<file path="config.mk">
export PLATFORM = sky130hd
export DESIGN_NAME = pu_accum_ctrl
export DESIGN_NICKNAME = d
export VERILOG_FILES = /design/src/rtl/pu_accum_ctrl_pkg.sv /design/src/rtl/pu_accum_ctrl_fifo.sv /design/src/rtl/pu_accum_ctrl.sv
export SDC_FILE = /design/constraint.sdc
export NUM_CORES = 1
export LEC_CHECK = 0
export ABC_AREA = 1
export CAP_MARGIN = 0
export CORE_ASPECT_RATIO = 2
export CORE_MARGIN = 2
export CORE_UTILIZATION = 48
export CTS_CLUSTER_DIAMETER = 30
export DETAILED_ROUTE_END_ITERATION = 16
export PLACE_DENSITY = 0.79
export SLEW_MARGIN = 15
export SYNTH_ARGS = -nofsm -noshare
export SYNTH_HDL_FRONTEND = slang
export SYNTH_SLANG_ARGS = --single-unit
export TNS_END_PERCENT = 30
</file>
<file path="constraint.sdc">
create_clock -name clk -period 3.5 [get_ports clk]
set_input_delay 0.525 -clock clk [delete_from_list [all_inputs] [get_ports clk]]
set_output_delay 0.525 -clock clk [all_outputs]
set_load 0.01 [all_outputs]
</file>
<file path="src/rtl/pu_accum_ctrl_pkg.sv">
// ============================================================================
// Module  : pu_accum_ctrl_pkg
// Brief   : Shared types for the accumulator-PU sequencer (states, FIFO entry).
// Revision: 1.0 - initial release
// ============================================================================
`default_nettype none

package pu_accum_ctrl_pkg;

  typedef enum logic [2:0] {
    ST_IDLE = 3'd0,
    ST_LOAD = 3'd1,
    ST_GAP  = 3'd2,
    ST_REQ  = 3'd3,
    ST_OUT  = 3'd4
  } state_t;

  localparam int DEF_DATA_W = 4;
  localparam int DEF_ATTR_W = 4;
  localparam int ENTRY_W    = DEF_DATA_W + DEF_ATTR_W + 2;

  // Buffered operand layout, MSB first: {last, neg, attr, data}
  typedef struct packed {
    logic                  last;
    logic                  neg;
    logic [DEF_ATTR_W-1:0] attr;
    logic [DEF_DATA_W-1:0] data;
  } entry_t;

  function automatic int entry_width(input int dw, input int aw);
    return dw + aw + 2;
  endfunction

endpackage

`default_nettype wire

</file>
<file path="src/rtl/pu_accum_ctrl_fifo.sv">
// ============================================================================
// Module  : pu_accum_ctrl_fifo
// Brief   : Synchronous operand FIFO with full/empty flags, no pass-through.
// Revision: 1.0 - initial release
// ============================================================================
`default_nettype none

module pu_accum_ctrl_fifo #(
  parameter int DEPTH = 4,
  parameter int WIDTH = 10
) (
  input  logic             clk,
  input  logic             rst,
  input  logic             push,
  input  logic [WIDTH-1:0] wdata,
  input  logic             pop,
  output logic [WIDTH-1:0] rdata,
  output logic             full,
  output logic             empty
);

  localparam int PW = $clog2(DEPTH);

  logic [PW:0]      wr_ptr_q, wr_ptr_d;
  logic [PW:0]      rd_ptr_q, rd_ptr_d;
  logic [WIDTH-1:0] mem_q [DEPTH];
  logic             do_push, do_pop;

  assign do_push = push && !full;
  assign do_pop  = pop && !empty;

  // Extra pointer bit distinguishes full from empty when indices coincide
  assign empty = (wr_ptr_q == rd_ptr_q);
  assign full  = (wr_ptr_q[PW] != rd_ptr_q[PW]) &&
                 (wr_ptr_q[PW-1:0] == rd_ptr_q[PW-1:0]);
  assign rdata = mem_q[rd_ptr_q[PW-1:0]];

  always_comb begin
    wr_ptr_d = wr_ptr_q;
    rd_ptr_d = rd_ptr_q;
    if (do_push) wr_ptr_d = wr_ptr_q + 1'b1;
    if (do_pop)  rd_ptr_d = rd_ptr_q + 1'b1;
  end

  always_ff @(posedge clk or posedge rst) begin
    if (rst) begin
      wr_ptr_q <= '0;
      rd_ptr_q <= '0;
    end else begin
      wr_ptr_q <= wr_ptr_d;
      rd_ptr_q <= rd_ptr_d;
    end
  end

  always_ff @(posedge clk) begin
    if (do_push) mem_q[wr_ptr_q[PW-1:0]] <= wdata;
  end

endmodule

`default_nettype wire

</file>
<file path="src/rtl/pu_accum_ctrl.sv">
// ============================================================================
// Module  : pu_accum_ctrl
// Brief   : Operand sequencer for one accumulator PU: buffers operands, paces
//           load/init/neg strobes, arbitrates the output bus and pulses oe.
//           Optional group/overflow counters with PU_ACCUM_CTRL_STATS_EN.
// Revision: 1.0 - initial release
// ============================================================================
`default_nettype none

module pu_accum_ctrl
  import pu_accum_ctrl_pkg::*;
#(
  parameter int DATA_WIDTH = 4,
  parameter int ATTR_WIDTH = 4,
  parameter int OVERFLOW   = 1,
  parameter int FIFO_DEPTH = 4
) (
  input  logic                  clk,
  input  logic                  rst,
  input  logic                  in_valid,
  output logic                  in_ready,
  input  logic [DATA_WIDTH-1:0] in_data,
  input  logic [ATTR_WIDTH-1:0] in_attr,
  input  logic                  in_neg,
  input  logic                  in_last,
  output logic                  signal_load,
  output logic                  signal_init,
  output logic                  signal_neg,
  output logic [DATA_WIDTH-1:0] data_in,
  output logic [ATTR_WIDTH-1:0] attr_in,
  output logic                  signal_oe,
  output logic                  out_req,
  input  logic                  out_grant,
  output logic                  res_valid,
`ifdef PU_ACCUM_CTRL_STATS_EN
  input  logic [ATTR_WIDTH-1:0] pu_attr_out,
  output logic [15:0]           grp_count,
  output logic [15:0]           ovf_count,
`endif
  output logic                  busy
);

  localparam int EW = entry_width(DATA_WIDTH, ATTR_WIDTH);

  logic          fifo_full, fifo_empty, fifo_push, fifo_pop;
  logic [EW-1:0] fifo_wdata, fifo_rdata;

  state_t                state_q, state_d;
  logic                  first_pending_q, first_pending_d;
  logic                  ld_init_q, ld_init_d;
  logic                  ld_neg_q, ld_neg_d;
  logic                  ld_last_q, ld_last_d;
  logic [DATA_WIDTH-1:0] ld_data_q, ld_data_d;
  logic [ATTR_WIDTH-1:0] ld_attr_q, ld_attr_d;

  assign in_ready   = !fifo_full;
  assign fifo_push  = in_valid && !fifo_full;
  assign fifo_wdata = {in_last, in_neg, in_attr, in_data};

  pu_accum_ctrl_fifo #(
    .DEPTH (FIFO_DEPTH),
    .WIDTH (EW)
  ) u_fifo (
    .clk   (clk),
    .rst   (rst),
    .push  (fifo_push),
    .wdata (fifo_wdata),
    .pop   (fifo_pop),
    .rdata (fifo_rdata),
    .full  (fifo_full),
    .empty (fifo_empty)
  );

  always_ff @(posedge clk or posedge rst) begin
    if (rst) begin
      state_q         <= ST_IDLE;
      first_pending_q <= 1'b1;
      ld_init_q       <= 1'b0;
      ld_neg_q        <= 1'b0;
      ld_last_q       <= 1'b0;
      ld_data_q       <= '0;
      ld_attr_q       <= '0;
    end else begin
      state_q         <= state_d;
      first_pending_q <= first_pending_d;
      ld_init_q       <= ld_init_d;
      ld_neg_q        <= ld_neg_d;
      ld_last_q       <= ld_last_d;
      ld_data_q       <= ld_data_d;
      ld_attr_q       <= ld_attr_d;
    end
  end

  // The head word is captured on the pop edge so LOAD drives it from flops
  always_comb begin
    state_d         = state_q;
    fifo_pop        = 1'b0;
    first_pending_d = first_pending_q;
    ld_init_d       = ld_init_q;
    ld_neg_d        = ld_neg_q;
    ld_last_d       = ld_last_q;
    ld_data_d       = ld_data_q;
    ld_attr_d       = ld_attr_q;
    case (state_q)
      ST_IDLE: if (!fifo_empty) fifo_pop = 1'b1;
      ST_LOAD: state_d = ST_GAP;
      ST_GAP: begin
        if (ld_last_q)        state_d = ST_REQ;
        else if (!fifo_empty) fifo_pop = 1'b1;
        else                  state_d = ST_IDLE;
      end
      ST_REQ: if (out_grant) state_d = ST_OUT;
      ST_OUT: begin
        if (!fifo_empty) fifo_pop = 1'b1;
        else             state_d = ST_IDLE;
      end
      default: state_d = ST_IDLE;
    endcase
    if (fifo_pop) begin
      state_d         = ST_LOAD;
      ld_data_d       = fifo_rdata[DATA_WIDTH-1:0];
      ld_attr_d       = fifo_rdata[DATA_WIDTH +: ATTR_WIDTH];
      ld_neg_d        = fifo_rdata[EW-2];
      ld_last_d       = fifo_rdata[EW-1];
      ld_init_d       = first_pending_q;
      first_pending_d = fifo_rdata[EW-1];
    end
  end

  always_comb begin
    signal_load = (state_q == ST_LOAD);
    signal_init = signal_load && ld_init_q;
    signal_neg  = signal_load && ld_neg_q;
    data_in     = signal_load ? ld_data_q : '0;
    attr_in     = signal_load ? ld_attr_q : '0;
    out_req     = (state_q == ST_REQ);
    signal_oe   = out_req && out_grant;
    res_valid   = (state_q == ST_OUT);
    busy        = (state_q != ST_IDLE) || !fifo_empty;
  end

`ifdef PU_ACCUM_CTRL_STATS_EN
  logic [15:0] grp_count_q, grp_count_d;
  logic [15:0] ovf_count_q, ovf_count_d;
  logic        ovf_hit;

  assign ovf_hit = |(pu_attr_out & (ATTR_WIDTH'(1) << OVERFLOW));

  always_comb begin
    grp_count_d = grp_count_q;
    ovf_count_d = ovf_count_q;
    if (res_valid) begin
      if (grp_count_q != 16'hFFFF)            grp_count_d = grp_count_q + 16'd1;
      if (ovf_hit && ovf_count_q != 16'hFFFF) ovf_count_d = ovf_count_q + 16'd1;
    end
  end

  always_ff @(posedge clk or posedge rst) begin
    if (rst) begin
      grp_count_q <= '0;
      ovf_count_q <= '0;
    end else begin
      grp_count_q <= grp_count_d;
      ovf_count_q <= ovf_count_d;
    end
  end

  assign grp_count = grp_count_q;
  assign ovf_count = ovf_count_q;
`endif

endmodule

`default_nettype wire

</file>
# [After elaboration in Yosys (flattened, before gate mapping)]
# Memories as Yosys holds them, arrays and structs flattened.
# Cells that the tools add are included.
[totals] register_bits=21 ram_bits=40 input_bits=14 output_inout_bits=16 elab_cells=47 mem_count=1
[mem_list] name="u_fifo.mem_q" depth=4 width=10 read_ports=1 rd_ports_with_merged_regs=0 write_ports=1 line_no="pu_accum_ctrl_fifo.sv:26" text="logic [WIDTH-1:0] mem_q [DEPTH];"
[classes] n_addsub=2 n_eq_ne=9 muxes=12 n_reduce_logical=14
[op_table] op="$pmux 3 s5" n=1
[op_table] op="$mux 3" n=4
[op_table] op="$mux 4" n=2
[op_table] op="$logic_and 1x1->1" n=7
[op_table] op="$add 3x1->3 const B" n=2
[op_table] op="$eq 3x2->1 const B" n=2
[op_table] op="$mux 1" n=4
[op_table] op="$eq 3x1->1 const B" n=1
[op_table] op="$eq 3x3->1" n=1
[op_table] op="$eq 3x3->1 const B" n=1
[op_table] op="$logic_not 3->1" n=1
[op_table] op="$ne 3x1->1 const B" n=1
[op_table] op="$reduce_bool 3->1" n=1
[op_table] op="$eq 2x2->1" n=1
[op_table] op="$logic_not 1->1" n=2
[op_table] op="$ne 2x1->1 const B" n=1
[op_table] op="$pmux 1 s2" n=1
[op_table] op="$reduce_and 2->1" n=1
[op_table] op="$reduce_or 2->1" n=1
[op_table] op="$logic_or 1x1->1" n=1
[op_table] op="$ne 1x1->1" n=1

# [Longest topological paths before layout]
# Gate-level depths: netlist (run 1).
[logic_depth] word_depth=7 ltp_mapped=8 ltp_nobuf=7

# [Hierarchy]
# From an unflattened synthesis (run 1), not the netlist that was laid out.
[hier_totals] cells_unflattened=272 hier_area_um2=2723.9
[modules_own_cells] module="pu_accum_ctrl_fifo" instances=1 cells_each=159 area_each_um2=1914.3 seq_area_each_um2=1351.3
[modules_own_cells] module="pu_accum_ctrl" instances=1 cells_each=113 area_each_um2=809.5 seq_area_each_um2=376.6

# [Worst setup path after synthesis (run 1)]
# No wires, ideal clock.
[synth_path] path_type="reg2reg" start="register u_fifo.wr_ptr_q[0]" end="memory u_fifo.mem_q[0][0], enable pin" setup_ns=0.376 arrival_ns=1.384 required_time_ns=3.124 slack_ns=1.739 stages_incl_launch_ff=7 cell_sequence="dfrtp_1 -> inv_1 -> nand2_1 -> nand2_1 -> nand3_2 -> nand2_1 -> nor2_1"
[synth_between] elab_chain_len=7
[synth_rtl] element="from (decl)" line_no="pu_accum_ctrl_fifo.sv:24" text="logic [PW:0] wr_ptr_q, wr_ptr_d;"
[synth_rtl] element="from (signal assigned)" line_no="pu_accum_ctrl_fifo.sv:50" text="wr_ptr_q <= wr_ptr_d;"
[synth_rtl] element="$eq 2x2->1 (*)" line_no="pu_accum_ctrl_fifo.sv:35" text="(wr_ptr_q[PW-1:0] == rd_ptr_q[PW-1:0]);"
[synth_rtl] element="$logic_and 1x1->1 (*)" line_no="pu_accum_ctrl_fifo.sv:34" text="assign full = (wr_ptr_q[PW] != rd_ptr_q[PW]) &&"
[synth_rtl] element="$logic_not 1->1 (*)"
[synth_rtl] element="net in_ready" line_no="pu_accum_ctrl.sv:21" text="output logic in_ready,"
[synth_rtl] element="$logic_and 1x1->1" line_no="pu_accum_ctrl.sv:57" text="assign fifo_push = in_valid && !fifo_full;"
[synth_rtl] element="$logic_and 1x1->1 (*)" line_no="pu_accum_ctrl_fifo.sv:29" text="assign do_push = push && !full;"
[synth_rtl] element="$mux 1 (*)" line_no="pu_accum_ctrl_fifo.sv:56" text="if (do_push) mem_q[wr_ptr_q[PW-1:0]] <= wdata;"
[synth_rtl] element="$mux 1 (not written as such) (*)" line_no="pu_accum_ctrl_fifo.sv:56"
[synth_rtl] element="to (decl)" line_no="pu_accum_ctrl_fifo.sv:26"
# The timed path passes the listed nets; every way through them passes the cells marked *.

# [Worst setup path in the final report (run 1)]
[layout_path] start="register u_fifo.rd_ptr_q[1]" end="output port busy"
[layout_between] elab_chain_len=3
[layout_rtl] element="from (decl)" line_no="pu_accum_ctrl_fifo.sv:25" text="logic [PW:0] rd_ptr_q, rd_ptr_d;"
[layout_rtl] element="from (signal assigned)" line_no="pu_accum_ctrl_fifo.sv:51" text="rd_ptr_q <= rd_ptr_d;"
[layout_rtl] element="$eq 3x3->1" line_no="pu_accum_ctrl_fifo.sv:33" text="assign empty = (wr_ptr_q == rd_ptr_q);"
[layout_rtl] element="$logic_not 1->1" line_no="pu_accum_ctrl.sv:139" text="busy = (state_q != ST_IDLE) || !fifo_empty;"
[layout_rtl] element="$logic_or 1x1->1" line_no="pu_accum_ctrl.sv:139"
[layout_rtl] element="to (decl)" line_no="pu_accum_ctrl.sv:40" text="output logic busy"
# No other way between the ends.

==> results of run 1 <==
-- logic make-up (layout without fill, tap and decap cells) --
logic type / count (synthesis) / count (layout) / share of synthesized area [%]
adder cells (fa/ha/maj): 5 / 5 / 2.20
XOR/XNOR: 2 / 2 / 0.617
buffers and inverters: 77 / 116 / 10.9
AND/OR/NAND/NOR: 168 / 168 / 25.4
flip-flops: 61 / 61 / 60.8
-- flip-flops by register name, summed over array words and instances, names as in the netlist --
register         count
u_fifo.mem_q        40
state_q              3
first_pending_q      1
ld_init_q            1
ld_neg_q             1
ld_data_q            4
ld_last_q            1
ld_attr_q            4
u_fifo.wr_ptr_q      3
u_fifo.rd_ptr_q      3
-- metrics by stage --
stage / cell area (µm²) / hold slack (ns)
floorplan: 2840 / 0.442
global placement: 3180 / 0.455
detailed placement: 3180 / 0.458
CTS: 3470 / 0.470
global route: 3470 / 0.488
finish: 3470 / 0.467
-- worst max-delay path: cells and delay by family (launching register included) --
kind | cells | cell delay, ns
buffers and inverters | 3 | 0.92
DFF | 1 | 0.36
and+or+nand+nor | 5 | 0.73
-- Yosys cell counts --
master,n
dfstp_2,1
clkbuf_1,2
edfxtp_1,40
nor2_2,1
nand2_2,1
nand3_1,41
nor2_1,16
buf_4,2
nand2_4,1
nand3_4,1
nor3_1,2
xor2_1,2
buf_2,5
buf_6,1
dfrtp_1,20
inv_1,66
ha_1,5
nand2_1,102
inv_2,1
nor4_1,2
nand3_2,1
-- power by group --
group / switching [mW] / leakage [nW] / internal (mW) / total (mW)
Sequential: 0.104 / 0.625 / 1.01 / 1.11
Combinational: 0.772 / 0.919 / 0.445 / 1.22
Clock: 0.296 / 0.136 / 0.544 / 0.840
-- area by class of cell --
class                           instances  area (µm²)
Tap cell                               61        76.3
Timing Repair Buffer                   33         320
Clock buffer                            9         225
Fill cell                             497        2240
Clock inverter                          7        66.3
Inverter                               67         251
Multi-Input combinational cell        175         802
Sequential cell                        61        1730
-- worst min path at each step --
stage                                  to  slack [ns]  depth (start not counted)
after floorplan              ld_attr_q[0]        0.44                          2
after global placement    first_pending_q        0.45                          2
after detailed placement        ld_init_q        0.46                          2
after CTS                       ld_init_q        0.47                          2
after global routing      first_pending_q        0.49                          2
final                     first_pending_q        0.47                          2
-- metal layers --
| layer | GRT usage [%] | vias to the layer above |
|---|---|---|
| met3 | 5.83 | 13 |
| met2 | 33.3 | 44 |
| met5 | 0 | - |
| li1 | - | 1030 |
| met1 | 16.6 | 938 |
| met4 | 10.5 | 0 |
==> impl_metrics.yaml, run 1 <==
drt:
  routed_wl_um: 5260
  top_layer_used: "met4"
  drt_first_pass_iters: 4
  wl_met3_um: 189
  drc: 0
  met2RoutedLength_um: 3040
  ant_nets: 0
  avgViaCountPerCell: 4.90
  wl_per_cell_um: 12.7
  dr.first_iter.drc_count: 112
  vias: 2025
  met1Wirelength_um: 1860
floorplanning:
  start_util_pct: 49.7
  die_h_um: 113
  dieArea_mm2: 0.00659
  core.rowCount: 39
  core_area_mm2: 0.00571
  die_x_um: 58.4
  pin_count: 30
power:
  power_density_mw_per_mm2: 913
  fin_total_pwr_mw: 3.17
  peakVddDrop_mv: 0.653
  power.leakage_nw: 1.68
placement:
  post-place-ws_ns: 1.01
  gp_congestion: 0.872
  place_inst: 397
  dp_hpwl_um: 3810
  port_buffers: 29
layout:
  utilization_pct: 60.8
  mostFrequentLayoutCells: "nand2_1, inv_1, nand3_1"
  fin_nets: 366
  area.growth.synth_to_final_pct: 22.2
  n_antenna_cell: 0
  layout_commonest_cell: "nand2_1"
  drive_gt1_share_pct: 7.10
  layout.cells.non_filler: 413
clock_tree:
  cts_max_level: 3
  clk_pin_slew_ns: 0.05
  cts_setup_buffers: 0
  clk_latency_ns: 0.33
  cts_resized: 0
  cts_sinks: 61
  clockBufferDepth: 2
  tritoncts: "done"
  cts_inserted_buffers: 9
  cts_root_buffer: "clkbuf_16"
  cts_hold_buf: 0
timing:
  post-route-min-period_ns: 2.86
  hold_viol_final: 0
  post-route-period-util_pct: 81.8
  tns_ns: 0
  setup_viol: 0
  rsz0062_at_grt: "false"
  worst_slew_pin_slew_ns: 0.919
  finalClockSkew_ns: 0.00413
  fmax_mhz: 349
  maxSlewHeadroom_pct: 38.5
  slew_viol_final: 0
  fin_ws_ns: 0.636
critical_path:
  critPathCaptureType: "primary output"
  crit_arrival_ns: 2.34
  r2r_start: "u_fifo.rd_ptr_q[1]"
  worstSetupStartpointType: "flop"
  crit_path_max_incr_delay_ns: 0.47
  critPathMaxFanout: 17
  worst_ep_required_time_ns: 2.97
  crit_slowest_cell: "clkdlybuf4s50_1"
  worstPathCellList: "buf_4 -> inv_1 -> nand2_1 -> nand2_1 -> nand3_4 -> nand2_4 -> nand2_1 -> clkdlybuf4s50_1"
  rrSetupSlack_ns: 1.15
  crit_top_cell: "nand2_1"
  startpoint: "u_fifo.rd_ptr_q[1]"
  reg2regPathDepth: 7
  critPathKind: "flop to primary output"
  timing.rr.end: "u_fifo.mem_q[2][5]"
  critPathCapture: "busy"
global_route:
  grt_pass1_wl_um: 8710
  grt_util_all_layers_pct: 18.3
  gr-total-overflow: 0
  grt_max_degree: 24
  grt_pass1_vias: 2011
  antenna_found_initial: 0
worst_hold_path:
  worst_hold_path_type: "flop to flop"
  min-delay-start: "first_pending_q"
logic_synthesis:
  yosysWarnings: 0
  synth.avg_cell_area_um2: 9.07
  syn-cell-area_mm2: 0.00284
  synthesis.nets: 332
  synth_top_area_cell: "edfxtp_1"
  postSynthCellCount: 313
  synth.distinct_cells: 21
  synth_top_area_share_pct: 42.3
  yosys-top-cells-area: "edfxtp_1, dfrtp_1, nand2_1, inv_1, nand3_1"
  yosys_register_bits: 61
  yosysSeqAreaShare_pct: 60.8
status:
  status: "completed"
job:
  drv_cap: 0
Power figures use the tool's default switching activity.
==> run 2, diff against run 1 <==
==> constraint.sdc (replaced) <==
create_clock -name clk -period 2.8 [get_ports clk]
set_input_delay 0.42 -clock clk [delete_from_list [all_inputs] [get_ports clk]]
set_output_delay 0.42 -clock clk [all_outputs]
set_load 0.01 [all_outputs]
==> run 2 against run 1 <==
  * Critical path depth is 1 lower
  * Register-to-register slack got worse by 0.06 ns
  * Core utilization grew 0.61 points
  * Sequential power is 25% higher
==> impl_metrics.yaml, run 2 (synthesis results as in run 1) <==
global_route:
  grt_pass1_vias: 1999
  grt_max_degree: 22
  gr-total-overflow: 0
  antenna_found_initial: 0
  grt_util_all_layers_pct: 17.9
  grt_pass1_wl_um: 8680
worst_hold_path:
  worst_hold_path_type: "flop to flop"
  min_path_cells: 2
timing:
  post-route-period-util_pct: 88.2
  post-route-min-period_ns: 2.47
  fmax_mhz: 405
  slew_viol_final: 0
  finalClockSkew_ns: 0.00523
  fin_ws_ns: 0.331
  setup_viol: 0
  tns_ns: 0
  maxSlewHeadroom_pct: 47.1
  rsz0062_at_grt: "false"
  hold_viol_final: 0
  worst_slew_pin_slew_ns: 0.792
placement:
  port_buffers: 29
  dp_hpwl_um: 3710
  gp_congestion: 0.852
  post-place-ws_ns: 0.695
power:
  fin_total_pwr_mw: 4.03
  power_density_mw_per_mm2: 1150
  p_sw_mw: 1.46
  power_frac_comb_pct: 39.3
  internal_power_mw: 2.57
  peakVddDrop_mv: 0.766
  switching_share_pct: 36.3
  power_frac_seq_pct: 34.4
  power.leakage_nw: 1.71
  pwr-share-clk_pct: 26.3
clock_tree:
  clk_pin_slew_ns: 0.05
  cts_root_buffer: "clkbuf_16"
  cts_sinks: 61
  clk_latency_ns: 0.33
  cts_setup_buffers: 0
  cts_inserted_buffers: 9
  cts_hold_buf: 0
  cts_max_level: 3
  cts_resized: 0
  clockBufferDepth: 2
  tritoncts: "done"
critical_path:
  worst_ep_required_time_ns: 2.38
  crit_top_cell: "nand2_1"
  worstSetupStartpointType: "flop"
  critPathKind: "flop to primary output"
  worstPathCellList: "inv_1 -> nand2_1 -> nand2_1 -> nand3_4 -> nand2_4 -> nand2_1 -> clkdlybuf4s50_1"
  crit_path_max_incr_delay_ns: 0.47
  crit_slowest_cell: "clkdlybuf4s50_1"
  reg2regPathDepth: 7
  critPathCaptureType: "primary output"
  crit_arrival_ns: 2.05
  critPathMaxFanout: 17
drt:
  routed_wl_um: 5230
  ant_nets: 0
  dr.first_iter.drc_count: 75
  avgViaCountPerCell: 4.98
  drc: 0
  drt_first_pass_iters: 4
  vias: 2083
  wl_per_cell_um: 12.5
layout:
  area.growth.synth_to_final_pct: 23.4
  n_antenna_cell: 0
  drive_gt1_share_pct: 7.84
  fin_nets: 371
  fill_cells: 477
  mostFrequentLayoutCells: "nand2_1, inv_1, nand3_1"
  largest_reg_flops: 40
  layout_commonest_cell: "nand2_1"
floorplanning:
  start_util_pct: 49.7
  die_h_um: 113
  core_area_mm2: 0.00571
  pin_count: 30
  dieArea_mm2: 0.00659
  die_x_um: 58.4
  core.rowCount: 39
job:
  drv_cap: 0
status:
  status: "completed"
==> run 2: cell count changes in the layout (fill, tap and decap cells not counted) <==
cell and change:
clkbuf_1 +4, clkinv_1 -2, clkinv_4 -1, buf_4 +5, clkinvlp_4 -2, clkbuf_8 +1
==> run 2: worst max-delay path: cells and delay by family, from the launching register on <==
| family | cells | cell delay [ns] |
|---|---|---|
| flops | 1 | 0.42 |
| buf+inv | 2 | 0.60 |
| simple gates | 5 | 0.69 |
==> run 2: path summary, 6_finish.rpt <==
kind,startpoint,end,slack (ns)
max,u_fifo.wr_ptr_q[1],busy,0.33
min,ld_data_q[3],ld_data_q[3],0.47
max reg2reg,u_fifo.rd_ptr_q[1],u_fifo.mem_q[2][8],1.09
min reg2reg,ld_data_q[3],ld_data_q[3],0.47
max in group asynchronous,rst,ld_data_q[2],1.76
min in group asynchronous,rst,u_fifo.wr_ptr_q[2],0.55
==> run 2: per-layer routing <==
layer	routed length (µm)	up-vias	GRT usage, %
met4	181	0	12.2
met5	0	-	0
met1	1980	989	17.9
met3	195	11	4.23
met2	2870	43	31.3
li1	-	1040	-
==> run 2: area by class of cell <==
class                           count  area (µm²)  area share (%)
Tap cell                           61        76.3            2.18
Sequential cell                    61        1730            49.3
Inverter                           67         251            7.18
Timing Repair Buffer               38         358            10.2
Clock buffer                       14         254            7.25
Multi-Input combinational cell    175         802            22.9
Clock inverter                      2        35.0            1.00
==> run 2: stage by stage <==
step,instance area (µm²),hold WS (ns),instances,utilization (%)
after floorplan,2840,0.396,313,-
after global placement,3220,0.454,402,56.3
after detailed placement,3220,0.461,402,56.3
after CTS,3500,0.473,418,61.4
after global routing,3500,0.500,418,61.4
final,3500,0.470,418,61.4
==> run 2: power groups by stage <==
stage	Sequential, mW	Combinational [mW]	Clock [mW]
after floorplan	1.38	1.13	0
after global placement	1.39	1.52	0
after detailed placement	1.40	1.57	0
after CTS	1.39	1.60	1.08
after global routing	1.42	1.79	1.12
final	1.39	1.58	1.06
